[config.mk]
export PLATFORM = sky130hd
export DESIGN_NAME = axi_burst_addr_gen
export DESIGN_NICKNAME = d
export VERILOG_FILES = /design/src/rtl/axi_burst_addr_gen.sv
export SDC_FILE = /design/constraint.sdc
export NUM_CORES = 1
export LEC_CHECK = 0
export CAP_MARGIN = 20
export CORE_UTILIZATION = 47
export CTS_BUF_LIST = sky130_fd_sc_hd__clkbuf_2
export DETAILED_ROUTE_END_ITERATION = 16
export PLACE_DENSITY_LB_ADDON = 0.1
export SYNTH_ARGS = -nofsm -noshare
export SYNTH_HDL_FRONTEND = slang
export SYNTH_SLANG_ARGS = --single-unit
[constraint.sdc]
create_clock -name ACLK -period 9.3 [get_ports ACLK]
set_clock_uncertainty 0.15 [all_clocks]
set_input_delay 2.325 -clock ACLK [delete_from_list [all_inputs] [get_ports ACLK]]
set_output_delay 2.325 -clock ACLK [all_outputs]
set_load 0.02 [all_outputs]
[src/rtl/axi_burst_addr_gen.sv]
// axi_burst_addr_gen: AXI4 burst address generator (FIXED/INCR/WRAP).
// Accepts one AW/AR-style command and emits one beat descriptor per transfer
// (address, byte strobe, index, LAST, ID). Illegal commands are rejected with
// a one-cycle cmd_err pulse and emit no beats.
// Optional build macro: AXI_BURST_4K_CHECK_EN -- when defined, an INCR burst
// whose last byte lies past the 4 KiB page of its start address is rejected.
module axi_burst_addr_gen #(
  parameter int unsigned ADDR_WIDTH = 32,
  parameter int unsigned DATA_WIDTH = 32,
  parameter int unsigned STRB_WIDTH = DATA_WIDTH / 8,
  parameter int unsigned ID_WIDTH   = 8
) (
  input  logic                  ACLK,
  input  logic                  ARESETn,
  // command channel
  input  logic                  cmd_valid,
  output logic                  cmd_ready,
  input  logic [ADDR_WIDTH-1:0] cmd_addr,
  input  logic [7:0]            cmd_len,
  input  logic [2:0]            cmd_size,
  input  logic [1:0]            cmd_burst,
  input  logic [ID_WIDTH-1:0]   cmd_id,
  // beat descriptor channel
  output logic                  beat_valid,
  input  logic                  beat_ready,
  output logic [ADDR_WIDTH-1:0] beat_addr,
  output logic [STRB_WIDTH-1:0] beat_strb,
  output logic [7:0]            beat_idx,
  output logic                  beat_last,
  output logic [ID_WIDTH-1:0]   beat_id,
  // rejection report
  output logic                  cmd_err,
  output logic [ID_WIDTH-1:0]   err_id
);

  localparam logic [1:0] BURST_FIXED = 2'd0;
  localparam logic [1:0] BURST_INCR  = 2'd1;
  localparam logic [1:0] BURST_WRAP  = 2'd2;
  localparam logic [1:0] BURST_RSVD  = 2'd3;

  localparam logic [STRB_WIDTH:0] LANE_ONE = (STRB_WIDTH + 1)'(1);

`ifdef AXI_BURST_4K_CHECK_EN
  localparam int unsigned PAGE_BYTES = 4096;
`endif

  typedef enum logic [1:0] {
    ST_IDLE  = 2'd0,
    ST_BURST = 2'd1,
    ST_ERR   = 2'd2
  } state_e;

  state_e                 state_q;

  // latched command context
  logic [1:0]             burst_q;
  logic [2:0]             size_q;
  logic [7:0]             len_q;
  logic [ADDR_WIDTH-1:0]  wrap_lo_q;
  logic [ADDR_WIDTH-1:0]  wrap_hi_q;

  // registered outputs
  logic                   beat_valid_q;
  logic [ADDR_WIDTH-1:0]  beat_addr_q;
  logic [STRB_WIDTH-1:0]  beat_strb_q;
  logic [7:0]             beat_idx_q;
  logic                   beat_last_q;
  logic [ID_WIDTH-1:0]    beat_id_q;
  logic                   cmd_err_q;
  logic [ID_WIDTH-1:0]    err_id_q;

  // command decode
  logic [31:0]            cmd_bytes_c;
  logic [31:0]            cmd_total_c;
  logic                   cmd_illegal_c;
  logic [ADDR_WIDTH-1:0]  cmd_wrap_lo_c;
  logic [ADDR_WIDTH-1:0]  cmd_wrap_hi_c;
  logic [STRB_WIDTH-1:0]  cmd_strb_c;

  // next-beat datapath
  logic [31:0]            cur_bytes_c;
  logic [ADDR_WIDTH-1:0]  step_addr_c;
  logic [ADDR_WIDTH-1:0]  beat_addr_d;
  logic [STRB_WIDTH-1:0]  beat_strb_d;
  logic [7:0]             beat_idx_d;

  // Active lanes run from the address offset within the bus word up to the
  // end of the size-aligned transfer containing that address.
  function automatic logic [STRB_WIDTH-1:0] calc_strb(
    input logic [ADDR_WIDTH-1:0] addr,
    input logic [2:0]            size
  );
    logic [31:0]           nbytes;
    logic [31:0]           lo;
    logic [31:0]           hi;
    logic [ADDR_WIDTH-1:0] lane_mask;
    logic [ADDR_WIDTH-1:0] aligned;
    logic [STRB_WIDTH:0]   upto;
    logic [STRB_WIDTH:0]   below;
    nbytes    = 32'd1 << size;
    lane_mask = ADDR_WIDTH'(STRB_WIDTH - 1);
    aligned   = addr & ~ADDR_WIDTH'(nbytes - 32'd1);
    lo        = 32'(addr & lane_mask);
    hi        = 32'(aligned & lane_mask) + nbytes - 32'd1;
    upto      = (LANE_ONE << (hi + 32'd1)) - LANE_ONE;
    below     = (LANE_ONE << lo) - LANE_ONE;
    return STRB_WIDTH'(upto & ~below);
  endfunction

  // Decode the offered command: legality, wrap window and first strobe.
  always_comb begin
    cmd_bytes_c   = 32'd1 << cmd_size;
    cmd_total_c   = (32'(cmd_len) + 32'd1) << cmd_size;
    cmd_illegal_c = 1'b0;
    if (cmd_bytes_c > STRB_WIDTH) begin
      cmd_illegal_c = 1'b1;
    end
    if (cmd_burst == BURST_RSVD) begin
      cmd_illegal_c = 1'b1;
    end
    if (cmd_burst == BURST_WRAP) begin
      if (!((cmd_len == 8'd1) || (cmd_len == 8'd3) ||
            (cmd_len == 8'd7) || (cmd_len == 8'd15))) begin
        cmd_illegal_c = 1'b1;
      end
      if ((cmd_addr & ADDR_WIDTH'(cmd_bytes_c - 32'd1)) != '0) begin
        cmd_illegal_c = 1'b1;
      end
    end
    if ((cmd_burst == BURST_FIXED) && (cmd_len > 8'd15)) begin
      cmd_illegal_c = 1'b1;
    end
`ifdef AXI_BURST_4K_CHECK_EN
    // last byte offset relative to the start page; beyond the page -> reject
    if (cmd_burst == BURST_INCR) begin
      if (((32'(cmd_addr & ADDR_WIDTH'(PAGE_BYTES - 1)) & ~(cmd_bytes_c - 32'd1))
           + cmd_total_c - 32'd1) >= PAGE_BYTES) begin
        cmd_illegal_c = 1'b1;
      end
    end
`endif
    cmd_wrap_lo_c = cmd_addr & ~ADDR_WIDTH'(cmd_total_c - 32'd1);
    cmd_wrap_hi_c = cmd_wrap_lo_c + ADDR_WIDTH'(cmd_total_c);
    cmd_strb_c    = calc_strb(cmd_addr, cmd_size);
  end

  // Compute the descriptor of the beat following the current one.
  always_comb begin
    cur_bytes_c = 32'd1 << size_q;
    step_addr_c = (beat_addr_q & ~ADDR_WIDTH'(cur_bytes_c - 32'd1))
                  + ADDR_WIDTH'(cur_bytes_c);
    beat_addr_d = step_addr_c;
    case (burst_q)
      BURST_FIXED: beat_addr_d = beat_addr_q;
      BURST_WRAP:  beat_addr_d = (step_addr_c == wrap_hi_q) ? wrap_lo_q : step_addr_c;
      default:     beat_addr_d = step_addr_c;
    endcase
    beat_strb_d = calc_strb(beat_addr_d, size_q);
    beat_idx_d  = beat_idx_q + 8'd1;
  end

  // Control FSM with registered command context and beat outputs.
  always_ff @(posedge ACLK) begin
    if (!ARESETn) begin
      state_q      <= ST_IDLE;
      burst_q      <= 2'd0;
      size_q       <= 3'd0;
      len_q        <= 8'd0;
      wrap_lo_q    <= '0;
      wrap_hi_q    <= '0;
      beat_valid_q <= 1'b0;
      beat_addr_q  <= '0;
      beat_strb_q  <= '0;
      beat_idx_q   <= 8'd0;
      beat_last_q  <= 1'b0;
      beat_id_q    <= '0;
      cmd_err_q    <= 1'b0;
      err_id_q     <= '0;
    end else begin
      case (state_q)
        ST_IDLE: begin
          cmd_err_q <= 1'b0;
          if (cmd_valid) begin
            if (cmd_illegal_c) begin
              state_q   <= ST_ERR;
              cmd_err_q <= 1'b1;
              err_id_q  <= cmd_id;
            end else begin
              state_q      <= ST_BURST;
              burst_q      <= cmd_burst;
              size_q       <= cmd_size;
              len_q        <= cmd_len;
              wrap_lo_q    <= cmd_wrap_lo_c;
              wrap_hi_q    <= cmd_wrap_hi_c;
              beat_valid_q <= 1'b1;
              beat_addr_q  <= cmd_addr;
              beat_strb_q  <= cmd_strb_c;
              beat_idx_q   <= 8'd0;
              beat_last_q  <= (cmd_len == 8'd0);
              beat_id_q    <= cmd_id;
            end
          end
        end
        ST_BURST: begin
          if (beat_ready) begin
            if (beat_last_q) begin
              state_q      <= ST_IDLE;
              beat_valid_q <= 1'b0;
              beat_last_q  <= 1'b0;
            end else begin
              beat_addr_q <= beat_addr_d;
              beat_strb_q <= beat_strb_d;
              beat_idx_q  <= beat_idx_d;
              beat_last_q <= (beat_idx_d == len_q);
            end
          end
        end
        ST_ERR: begin
          state_q   <= ST_IDLE;
          cmd_err_q <= 1'b0;
        end
        default: begin
          state_q      <= ST_IDLE;
          beat_valid_q <= 1'b0;
          beat_last_q  <= 1'b0;
          cmd_err_q    <= 1'b0;
        end
      endcase
    end
  end

  assign cmd_ready  = (state_q == ST_IDLE) & ARESETn;
  assign beat_valid = beat_valid_q;
  assign beat_addr  = beat_addr_q;
  assign beat_strb  = beat_strb_q;
  assign beat_idx   = beat_idx_q;
  assign beat_last  = beat_last_q;
  assign beat_id    = beat_id_q;
  assign cmd_err    = cmd_err_q;
  assign err_id     = err_id_q;

endmodule

==> impl_results.md <==
* Share of async-settable or async-resettable flops after synthesis at 0%
* Die Area at approximately 25,000 µm²
* Post-CTS clock slew at the launch and capture registers of the worst setup and hold paths at around 0.28 ns
* Area added between synthesis and finish at 13.1%
* Number of gates given a new drive strength after cts at 0
* Leading cell type in the layout, fill and taps excluded: nand2_1
* I/O pin count at approximately 120
* WL/cell at ~21 µm
* Startpoint of the worst setup timing path: cmd_len[0]
* Post-place instance area at approximately 13,000 µm²
* Leading cell types in the layout, fill and taps excluded: nand2_1, a21oi_1, dfxtp_1
* Post-placement worst setup slack at 0.789 ns
* Total wirelength of the detailed-routed design at 42.1 mm
* Total routing resource utilization after global routing at between 30% and 40%
* Height of the die at ~160 µm
* Synthesized Nets at approximately 1,700
* DRC violation count after routing at 0
* Number of global-route vias before repair at between 10,000 and 15,000
* Post-placement cell count at between 1,500 and 2,000
* Worst R2R Setup Slack at about 2.1 ns
* Post-CTS Hold Fix Bufs at 0
* Final Hold Viols at 0
* Count of distinct cell types in the synthesized netlist at between 100 and 150
* Netlist Area Pre-Place at about 12,000 µm²
* Max-capacitance violation count at 0
* CTS Root Cell: clkbuf_2
* IR Drop Worst-Case VDD at between 60 and 70 µV
* Antenna-violating nets left at 0
* Clock tree from TritonCTS: yes
* Class of the most critical hold timing path: register to register
* Number of iterations in the first detailed-routing pass at 6
* Worst-case setup margin in the final layout at between 1 and 1.5 ns
* Critical path data arrival time at slightly above 8 ns
* Count of non-filler cells in the finished layout at around 2,000
* Max-slew violation count at 0
* Worst Path Max Fanout at 12
* Clock latency reported for the late side of the worst-skew pair at between 0.7 and 0.8 ns
* Detailed-route vias per instance at 6.26
* Number of levels in the clock H-tree at 4
* Pin count of the biggest net entering global routing at 79
* Per-instance average area after synthesis at 7.25 µm²
* Post-route cell area at roughly 13,000 µm²
* End point of the worst hold path: wrap_lo_q[6]
* Critical Path End Type: register
* DP HPWL at a little over 30 mm
* RSZ-0062 raised after global routing: false
* Accumulated negative setup slack at 0 ns
* Total clock buffers created by CTS at 17
* Via Count at ~12,000
* Filler cell count at 2,418
* Number of sinks handled by clock tree synthesis at 142
* Worst Hold Slack at roughly 0.32 ns
* Worst reg2reg path depth at 24
* Sequential cell area at approximately 2800 µm²
* Routability-driven placement congestion ratio at roughly 0.99
* Initial antenna violation count at 1
* Leakage Power at approximately 0.0044 µW
* Yosys reg bits at roughly 140
* Starting density of the core at 48.1%
* Width of the die at 160 µm
* Wire length of the first global-routing pass at ~66 mm
* Ratio of final minimum period to clock period at 83.9%
* Max Clk Rate at around 130 MHz
* Overflow after GRT at 0
* Power per cell area at 107 nW/µm²
* Synthesized instance count at around 1,600
* Net total in the final layout at around 1,700
* Hold Crit Depth at 2
* Post-CTS Repair Setup Buffers at 0
* Synthesis Warnings at 0
* Status: complete, no violations
* Time the final worst path needs with I/O delays and setup at approximately 8 ns
* Clk buf depth at 2
* Headroom to the max-slew limit at about 28%
* Critical register-to-register path startpoint: size_q[2]
* DRC violation total after the first TritonRoute iteration at between 1,000 and 1,500
* Data required, critical path at between 9 and 10 ns
* Cell Rows at 57
* Slew of the pin with the lowest slew margin at between 1 and 1.5 ns
* Fraction of the yosys area taken by sequential cells at about a quarter
* Beginning of the worst hold path: wrap_lo_q[6]
* Critical path class: primary input to register
* Total area of multi-input combinational cells at approximately 8200 µm²
* Critical path startpoint category: primary input
* Area of the core at approximately 24,000 µm²
* EDFF count, synth at 0
* Fraction of layout cells with a size suffix above 1 at slightly below 8%
* Predominant post-synthesis flop cell: dfxtp_1
* Endpoints failing setup at 0
* Port Buffers at between 100 and 150
* R2r endpoint: beat_strb[1]
## registers in the layout, indices dropped and copies added, names as in the netlist
name,cells
beat_strb,4
beat_idx,8
beat_last,1
len_q,8
cmd_err,1
beat_id,8
state_q,2
beat_addr,32
burst_q,2
wrap_lo_q,32
size_q,3
wrap_hi_q,32
beat_valid,1
err_id,8
## worst max path at each step
stage / end / slack (ns) / cells past startpoint
4_1_cts: wrap_hi_q[25] / 1.64 / 21
6_report: wrap_hi_q[31] / 1.50 / 21
2_1_floorplan: wrap_hi_q[29] / 2.19 / 22
3_3_place_gp: wrap_hi_q[25] / 0.97 / 21
3_5_place_dp: wrap_hi_q[25] / 0.79 / 21
5_1_grt: wrap_hi_q[25] / 1.24 / 21
## where the power goes
| group | internal, µW | total [µW] | switching, µW |
|---|---|---|---|
| registers | 626 | 644 | 18.3 |
| logic | 127 | 341 | 214 |
| clock network | 101 | 428 | 328 |
## stage by stage
stage	util [%]	total power (µW)
detailed placement	53.1	988
CTS	54.3	1420
global route	54.4	1470
global placement	53.1	988
finish	54.4	1410
floorplan	-	873
## logic make-up after synthesis
family / Yosys count / share of synthesized area [%]
flops: 142 / 24.3
compound gates: 443 / 26.0
buf+inv: 162 / 6.11
xor+xnor: 96 / 7.68
simple gates: 726 / 31.6
mux: 21 / 1.93
fa+ha+maj: 22 / 2.36
## synth_stat cells (6+ instances only)
cell | number | area share [%]
o2111ai_1 | 13 | 0.97
o21a_1 | 6 | 0.39
buf_6 | 7 | 0.67
o21ai_1 | 12 | 0.51
nand4_1 | 25 | 1.3
mux2i_1 | 18 | 1.5
nor4_1 | 10 | 0.54
and3b_1 | 7 | 0.52
inv_1 | 34 | 1.1
xor2_1 | 31 | 2.3
nor2b_1 | 12 | 0.64
a311oi_1 | 7 | 0.52
a21oi_1 | 144 | 6.2
or2_2 | 6 | 0.32
or3_1 | 15 | 0.80
and3_1 | 27 | 1.4
nand4b_1 | 7 | 0.52
nand2b_1 | 11 | 0.59
a31oi_1 | 40 | 2.1
ha_1 | 22 | 2.4
nand2_1 | 216 | 6.9
dfxtp_1 | 142 | 24
a211oi_1 | 11 | 0.71
clkbuf_1 | 81 | 2.6
nor2_1 | 128 | 4.1
a21oi_2 | 6 | 0.45
o21ai_0 | 77 | 3.3
nor3b_1 | 12 | 0.77
or4_1 | 8 | 0.51
and2_1 | 22 | 1.2
buf_2 | 25 | 1.1
o211ai_1 | 18 | 1.2
o31ai_1 | 10 | 0.64
xnor2_1 | 61 | 4.6
nor3_1 | 42 | 1.8
a211o_1 | 6 | 0.45
nand3_1 | 139 | 6.0
## worst max-delay path, stage by stage
cell             delay (ns)
clkdlybuf4s50_1        0.73
inv_1                  0.11
ha_1                   0.39
nand2b_1               0.16
and2_1                 0.17
nand2b_1               0.14
ha_1                   0.27
o21ai_0                0.14
or3_1                  0.55
nor4_4                 0.51
nand2b_1               0.24
or4_1                  0.56
a21oi_1                0.24
ha_1                   0.23
nand3_1                0.16
a211oi_1               0.27
o2111a_2               0.28
o21ai_4                0.13
a2111oi_2              0.43
xor2_1                 0.18
a21oi_1                0.08
## routing by layer
layer / GRT usage [%] / routed length (µm)
met5: 0 / 0
met2: 50.4 / 18300
met4: 11.1 / 1300
met1: 45.8 / 19000
met3: 5.53 / 3560
## area by class of cell
cell class                 count  share of cell area (%)
tap                          324                    3.07
inverter                      36                    1.03
timing repair buffer         143                    10.4
multi-input combinational   1308                    61.7
clock buffer                  17                   0.644
clock inverter                15                    1.62
antenna                        1                  0.0189
sequential                   142                    21.5
Power figures use the tool's default switching activity.
